===== config.mk =====
export PLATFORM = sky130hd
export DESIGN_NAME = ex_stage
export DESIGN_NICKNAME = d
export VERILOG_FILES = /design/src/rtl/ex_stage_pkg.sv /design/src/rtl/ex_div.sv /design/src/rtl/ex_stage.sv
export SDC_FILE = /design/constraint.sdc
export NUM_CORES = 1
export LEC_CHECK = 0
export CORE_ASPECT_RATIO = 1.75
export CORE_MARGIN = 1
export CORE_UTILIZATION = 30
export CTS_CLUSTER_DIAMETER = 100
export CTS_CLUSTER_SIZE = 8
export DETAILED_ROUTE_END_ITERATION = 6
export PLACE_DENSITY = 0.58
export SLEW_MARGIN = 20
export SYNTH_ARGS = -nofsm -noshare
export SYNTH_HDL_FRONTEND = slang
export SYNTH_HIERARCHICAL = 1
export SYNTH_SLANG_ARGS = --single-unit

===== constraint.sdc =====
create_clock -name clk -period 5.5 [get_ports clk]
set_clock_uncertainty 0.1 [all_clocks]
set_input_delay 0.55 -clock clk [delete_from_list [all_inputs] [get_ports clk]]
set_output_delay 0.55 -clock clk [all_outputs]
set_load 0.005 [all_outputs]

===== src/rtl/ex_stage_pkg.sv =====
// Shared definitions for the execute stage: bus widths, aluop encodings,
// divider FSM states and a decode helper for the divide op group.
package ex_stage_pkg;

    localparam int unsigned REG_BUS      = 16;  // operand/result width
    localparam int unsigned REG_ADDR_BUS = 4;   // register-file address width
    localparam int unsigned ALUOP_BUS    = 8;   // aluop encoding width

    localparam logic [7:0] EXE_NOP_OP  = 8'h00;
    localparam logic [7:0] EXE_ADD_OP  = 8'h01;
    localparam logic [7:0] EXE_SUB_OP  = 8'h02;
    localparam logic [7:0] EXE_AND_OP  = 8'h03;
    localparam logic [7:0] EXE_OR_OP   = 8'h04;
    localparam logic [7:0] EXE_XOR_OP  = 8'h05;
    localparam logic [7:0] EXE_SLL_OP  = 8'h06;
    localparam logic [7:0] EXE_SRL_OP  = 8'h07;
    localparam logic [7:0] EXE_SRA_OP  = 8'h08;
    localparam logic [7:0] EXE_SLT_OP  = 8'h09;
    localparam logic [7:0] EXE_MOV_OP  = 8'h0A;
    localparam logic [7:0] EXE_DIVU_OP = 8'h10;
    localparam logic [7:0] EXE_REMU_OP = 8'h11;
    localparam logic [7:0] EXE_DIV_OP  = 8'h12;
    localparam logic [7:0] EXE_REM_OP  = 8'h13;

    typedef enum logic [1:0] {
        DIV_IDLE,
        DIV_BUSY,
        DIV_DONE
    } div_state_t;

    function automatic logic is_div_op(input logic [7:0] op);
        return (op == EXE_DIVU_OP) || (op == EXE_REMU_OP) ||
               (op == EXE_DIV_OP)  || (op == EXE_REM_OP);
    endfunction

endpackage


===== src/rtl/ex_div.sv =====
// Iterative restoring divider, one quotient bit per cycle.
// Signed operands are divided as magnitudes and the signs restored on output
// (quotient toward zero, remainder follows the dividend).
// Ports:
//   clk, rst           clock, synchronous active-high reset
//   start              begin a division (honoured only in IDLE)
//   signed_op          treat dividend/divisor as two's complement
//   dividend, divisor  operands, sampled on the start edge
//   abort              drop the current division, return to IDLE
//   busy, done         FSM in BUSY / DONE
//   quotient, remainder results, valid while done
module ex_div
    import ex_stage_pkg::*;
#(
    parameter int unsigned W = 16
) (
    input  logic         clk,
    input  logic         rst,
    input  logic         start,
    input  logic         signed_op,
    input  logic [W-1:0] dividend,
    input  logic [W-1:0] divisor,
    input  logic         abort,
    output logic         busy,
    output logic         done,
    output logic [W-1:0] quotient,
    output logic [W-1:0] remainder
);

    localparam int unsigned CNT_W = $clog2(W);

    div_state_t       state, state_nxt;
    logic [CNT_W-1:0] count;
    logic [W-1:0]     quo, rem, dvs;
    logic             neg_q, neg_r;
    logic [W-1:0]     abs_a, abs_b;
    logic [W:0]       trial;
    logic             div_zero;

    always_comb begin
        abs_a    = (signed_op && dividend[W-1]) ? -dividend : dividend;
        abs_b    = (signed_op && divisor[W-1])  ? -divisor  : divisor;
        div_zero = (divisor == '0);
        // Shift the next dividend bit into the partial remainder and try the subtract.
        trial    = {rem, quo[W-1]} - {1'b0, dvs};
    end

    always_comb begin
        state_nxt = state;
        case (state)
            DIV_IDLE: if (start) state_nxt = div_zero ? DIV_DONE : DIV_BUSY;
            DIV_BUSY: if (count == CNT_W'(W-1)) state_nxt = DIV_DONE;
            DIV_DONE: state_nxt = DIV_IDLE;
            default:  state_nxt = DIV_IDLE;
        endcase
        if (abort) state_nxt = DIV_IDLE;
    end

    always_ff @(posedge clk) begin
        if (rst) state <= DIV_IDLE;
        else     state <= state_nxt;
    end

    always_ff @(posedge clk) begin
        if (rst) begin
            count <= '0;
            quo   <= '0;
            rem   <= '0;
            dvs   <= '0;
            neg_q <= 1'b0;
            neg_r <= 1'b0;
        end else if (abort) begin
            count <= '0;
        end else begin
            case (state)
                DIV_IDLE: if (start) begin
                    count <= '0;
                    dvs   <= abs_b;
                    if (div_zero) begin
                        // Raw dividend as remainder, all-ones quotient, no sign fixup.
                        quo   <= '1;
                        rem   <= dividend;
                        neg_q <= 1'b0;
                        neg_r <= 1'b0;
                    end else begin
                        quo   <= abs_a;
                        rem   <= '0;
                        neg_q <= signed_op && (dividend[W-1] ^ divisor[W-1]);
                        neg_r <= signed_op && dividend[W-1];
                    end
                end
                DIV_BUSY: begin
                    count <= count + 1'b1;
                    if (!trial[W]) begin
                        rem <= trial[W-1:0];
                        quo <= {quo[W-2:0], 1'b1};
                    end else begin
                        rem <= {rem[W-2:0], quo[W-1]};
                        quo <= {quo[W-2:0], 1'b0};
                    end
                end
                default: ;
            endcase
        end
    end

    assign busy      = (state == DIV_BUSY);
    assign done      = (state == DIV_DONE);
    assign quotient  = neg_q ? -quo : quo;
    assign remainder = neg_r ? -rem : rem;

endmodule


===== src/rtl/ex_stage.sv =====
// Execute stage: combinational ALU plus an iterative divider for DIV/REM.
// Produces the write-back triple (wd/wreg/wdata) for EX/MEM and the ID
// forward path, and requests an upstream stall while a divide is in flight.
// Ports:
//   clk, rst      clock, synchronous active-high reset
//   aluop_i       operation code (sole decode source)
//   alusel_i      result class from ID, not used
//   reg1_i/reg2_i operands A/B
//   wd_i/wreg_i   destination register and write enable
//   flush_i       kill current op this cycle
//   wd_o/wreg_o/wdata_o  write-back triple
//   stall_req_o   hold PC, IF/ID, ID/EX
module ex_stage
    import ex_stage_pkg::*;
#(
    parameter int unsigned DATA_W     = REG_BUS,
    parameter int unsigned REG_ADDR_W = REG_ADDR_BUS,
    parameter int unsigned ALUOP_W    = ALUOP_BUS
) (
    input  logic                  clk,
    input  logic                  rst,
    input  logic [ALUOP_W-1:0]    aluop_i,
    input  logic                  alusel_i,
    input  logic [DATA_W-1:0]     reg1_i,
    input  logic [DATA_W-1:0]     reg2_i,
    input  logic [REG_ADDR_W-1:0] wd_i,
    input  logic                  wreg_i,
    input  logic                  flush_i,
    output logic [REG_ADDR_W-1:0] wd_o,
    output logic                  wreg_o,
    output logic [DATA_W-1:0]     wdata_o,
    output logic                  stall_req_o
);

    logic              unused_alusel;
    logic              div_op, div_start, div_busy, div_done, rem_sel;
    logic [DATA_W-1:0] div_quo, div_rem;
    logic [3:0]        shamt;

    assign unused_alusel = alusel_i;
    assign div_op        = is_div_op(8'(aluop_i));
    assign div_start     = div_op && !flush_i;
    assign shamt         = reg2_i[3:0];

    ex_div #(.W(DATA_W)) u_div (
        .clk       (clk),
        .rst       (rst),
        .start     (div_start),
        .signed_op (aluop_i[1]),
        .dividend  (reg1_i),
        .divisor   (reg2_i),
        .abort     (flush_i),
        .busy      (div_busy),
        .done      (div_done),
        .quotient  (div_quo),
        .remainder (div_rem)
    );

    // Quotient/remainder choice is captured with the operands when the divider is idle.
    always_ff @(posedge clk) begin
        if (rst)                          rem_sel <= 1'b0;
        else if (!div_busy && !div_done)  rem_sel <= aluop_i[0];
    end

    always_comb begin
        wd_o        = wd_i;
        wreg_o      = 1'b0;
        wdata_o     = '0;
        stall_req_o = 1'b0;
        case (8'(aluop_i))
            EXE_ADD_OP: begin wdata_o = reg1_i + reg2_i;                 wreg_o = wreg_i; end
            EXE_SUB_OP: begin wdata_o = reg1_i - reg2_i;                 wreg_o = wreg_i; end
            EXE_AND_OP: begin wdata_o = reg1_i & reg2_i;                 wreg_o = wreg_i; end
            EXE_OR_OP:  begin wdata_o = reg1_i | reg2_i;                 wreg_o = wreg_i; end
            EXE_XOR_OP: begin wdata_o = reg1_i ^ reg2_i;                 wreg_o = wreg_i; end
            EXE_SLL_OP: begin wdata_o = reg1_i << shamt;                 wreg_o = wreg_i; end
            EXE_SRL_OP: begin wdata_o = reg1_i >> shamt;                 wreg_o = wreg_i; end
            EXE_SRA_OP: begin wdata_o = $signed(reg1_i) >>> shamt;       wreg_o = wreg_i; end
            EXE_SLT_OP: begin
                wdata_o = {{(DATA_W-1){1'b0}}, ($signed(reg1_i) < $signed(reg2_i))};
                wreg_o  = wreg_i;
            end
            EXE_MOV_OP: begin wdata_o = reg1_i;                          wreg_o = wreg_i; end
            EXE_DIVU_OP, EXE_REMU_OP, EXE_DIV_OP, EXE_REM_OP: begin
                if (div_done) begin
                    wdata_o = rem_sel ? div_rem : div_quo;
                    wreg_o  = wreg_i;
                end else begin
                    stall_req_o = 1'b1;
                end
            end
            default: ;
        endcase
        if (flush_i) begin
            wreg_o      = 1'b0;
            stall_req_o = 1'b0;
        end
        if (rst) begin
            wd_o        = '0;
            wreg_o      = 1'b0;
            wdata_o     = '0;
            stall_req_o = 1'b0;
        end
    end

endmodule

==> impl_metrics.toml <==
[timing]
slew_viol_final = 0
min_period_ns = 4.847
setup_tns_ns = 0
max_freq_mhz = 206.3
rsz0062_at_grt = "false"
slew_headroom_pct = 25.56
setup_viol = 0
post-route-period-util_pct = 88.13
worst_pin_slew_ns = 1.114
final_hold_viol_count = 0

[worst_setup_path]
critPathMaxStageDelay_ns = 0.77
cp_cell_sequence = "clkdlybuf4s50_1 > inv_1 > ha_1 > inv_1 > o31ai_1 > and2_1 > a311o_1 > a31oi_1 > or4_1 > o211ai_1 > clkdlybuf4s50_1"
crit_arrival_ns = 4.20
startpoint_type = "input port"
worst-path-max-fanout = 8
critPathSlowestCell = "clkdlybuf4s50_1"
cp.required_ns = 4.85
critPathCaptureType = "output port"
worstSetupPathType = "in2out"

[power]
p_sw_share_pct = 34.30
peakVddDrop_mv = 0.1401
comb_power_share_pct = 34.5
leakage_uw = 0.004224
p_sw_uw = 582.6
power_density_nw_per_um2 = 155.9
seqPwrFrac_pct = 24.7
clockPowerShare_pct = 40.8
p_int_uw = 1116

[cells_and_area]
fillers = 3262
drive_gt1_share_pct = 9.798
final_common_cell = "nand2_1"
num_antenna_cells = 0
fin_cells = 1728
area_delta_synth_final_pct = 16.47
nNetsFinal = 1459
final_cell_mix = "123 x nand2_1, 121 x nor2_1, 105 x a21oi_1, 75 x inv_1, 75 x ha_1"

[placed_design]
io_buffers = 69
hpwlAfterDp_um = 34030
place_congestion = 0.9971
dp_cells = 1712

[logic_synthesis]
synth.distinct_cells = 83
synthCells = 1285
ys_ff_latch = 57
yosys_warnings = 6
synth_edf_count = 0
synth.avg_cell_area_um2 = 7.279
syn_nets = 1412
syn_area_um2 = 9354
synth_top_flop_cell = "dfxtp_1"
ys_async_sr_fraction_pct = 0
yosysSeqAreaShare_pct = 12.20

[cts]
cts.repair.resized = 0
cts_root_buf = "clkbuf_16"
cts_tree = "done"
path_clk_slew_ns = 0.06
numCtsBuffers = 9
htreeDepth = 3
clock_sinks = 57
cts-hold-fix-buffers = 0
clk_latency_ns = 0.35
cts_buffer_depth = 2
cts_setup_buffers = 0

[drt]
wl_met1_um = 16020
routed_wl_um = 44090
drc = 0
drtIter0Drc = 877
wl_met2_um = 22020
ant_nets = 0
first_pass_iters = 6
wl_met3_um = 2088
top_layer_used = "met4"
routed_via_density = 6.183
wl_per_cell_um = 25.51
vias = 10680

[floorplan]
start_util_pct = 30.43
die_h_um = 235.6
ioPinCount = 71
core_area_um2 = 30740
die_area_um2 = 31920
num_rows = 85
die_w_um = 135.5

[global_routing]
first_global_vias = 10420
grt_max_degree = 45
grt_usage_pct = 27.72
antenna_found_initial = 0
grt_pass1_wl_um = 65200
overflow = 0

[flow_run]
cap_violations = 0

[status]
status = "completed"

[min_path]
hold_class = "reg2reg"
registers in the layout (all words and copies together), names as in the netlist:
name         flops
u_div/quo       16
u_div/state      2
u_div/rem       16
u_div/neg_q      1
u_div/count      4
u_div/neg_r      1
rem_sel          1
u_div/dvs       16
layout make-up:
type,count,area [um^2],area share (%)
Clock buffer,12,266.5,2.446
Clock inverter,4,97.59,0.8958
Inverter,77,289.0,2.653
Multi-Input combinational cell,1067,7557,69.37
Sequential cell,57,1141,10.47
Tap cell,391,489.2,4.491
Timing Repair Buffer,120,1054,9.670
routing by layer:
layer  up-vias  GRT usage [%]
met4         0          23.19
met2       508          48.25
met3       181          2.584
met1      5161          29.74
li1       4834              -
met5         -              0
synth_stat cells, drive strengths merged (18+ instances only):
library cell,n,area (um^2)
nand3,37,185.2
a31oi,22,137.6
mux2i,41,426.7
clkbuf,63,236.5
o21ai,65,325.3
xor2,28,245.2
xnor2,52,463.0
a21oi,106,534.3
buf,21,132.6
o31ai,21,157.7
or3,18,112.6
nor2,127,518.0
mux4,20,450.4
ha,75,938.4
a211oi,34,260.3
nand2,124,481.7
dfxtp,57,1141
a21o,20,150.1
nor3,31,165.2
inv,77,289.0
per-stage QoR:
step / utilization, % / hold slack [ns] / instance area (um^2) / total power (uW) / worst slack [ns]
floorplan: - / 0.3319 / 9354 / 774.0 / 1.730
global placement: 34.26 / 0.3574 / 10530 / 996.4 / 0.7642
detailed placement: 34.26 / 0.3629 / 10530 / 998.8 / 0.7034
CTS: 35.44 / 0.3718 / 10890 / 1698 / 0.7041
global route: 35.44 / 0.4003 / 10890 / 1759 / 0.4727
finish: 35.44 / 0.3698 / 10890 / 1698 / 0.6529
final timing paths:
| path | depth (start not counted) | start | slack [ns] | endpoint |
|---|---|---|---|---|
| worst max-delay path | 11 | reg2_i[5] | 0.65 | wdata_o[13] |
| worst min-delay path | 2 | u_div/dvs[15] | 0.37 | u_div/dvs[15] |
| worst max register to register | 8 | u_div/rem[10] | 2.02 | u_div/rem[13] |
| worst min register to register | 2 | u_div/dvs[15] | 0.37 | u_div/dvs[15] |
worst max-delay path, delay by kind of cell:
family / cells / cell delay (ns)
buffers and inverters: 4 / 1.60
AOI/OAI and AO/OA: 4 / 0.85
and+or+nand+nor: 2 / 0.69
adders and majority gates: 1 / 0.49
cell families (layout without fill, tap and decap cells):
group                    Yosys count  after routing  synth area share, %
AO/OA/AOI/OAI                    414            414                29.63
XOR/XNOR                          80             80                7.571
adder cells (fa/ha/maj)           78             78                10.67
buffers and inverters            161            213                7.036
flip-flops                        57             57                12.20
multiplexers                      70             70                10.46
AND/OR/NAND/NOR                  425            425                22.43
power groups by stage:
stage / logic (uW) / registers, uW / clock network (uW)
6_report: 586 / 419 / 693
5_1_grt: 623 / 419 / 717
4_1_cts: 575 / 419 / 704
3_5_place_dp: 571 / 428 / 0
3_3_place_gp: 569 / 428 / 0
2_1_floorplan: 349 / 425 / 0
No activity file was read; power rests on OpenSTA's default activity.
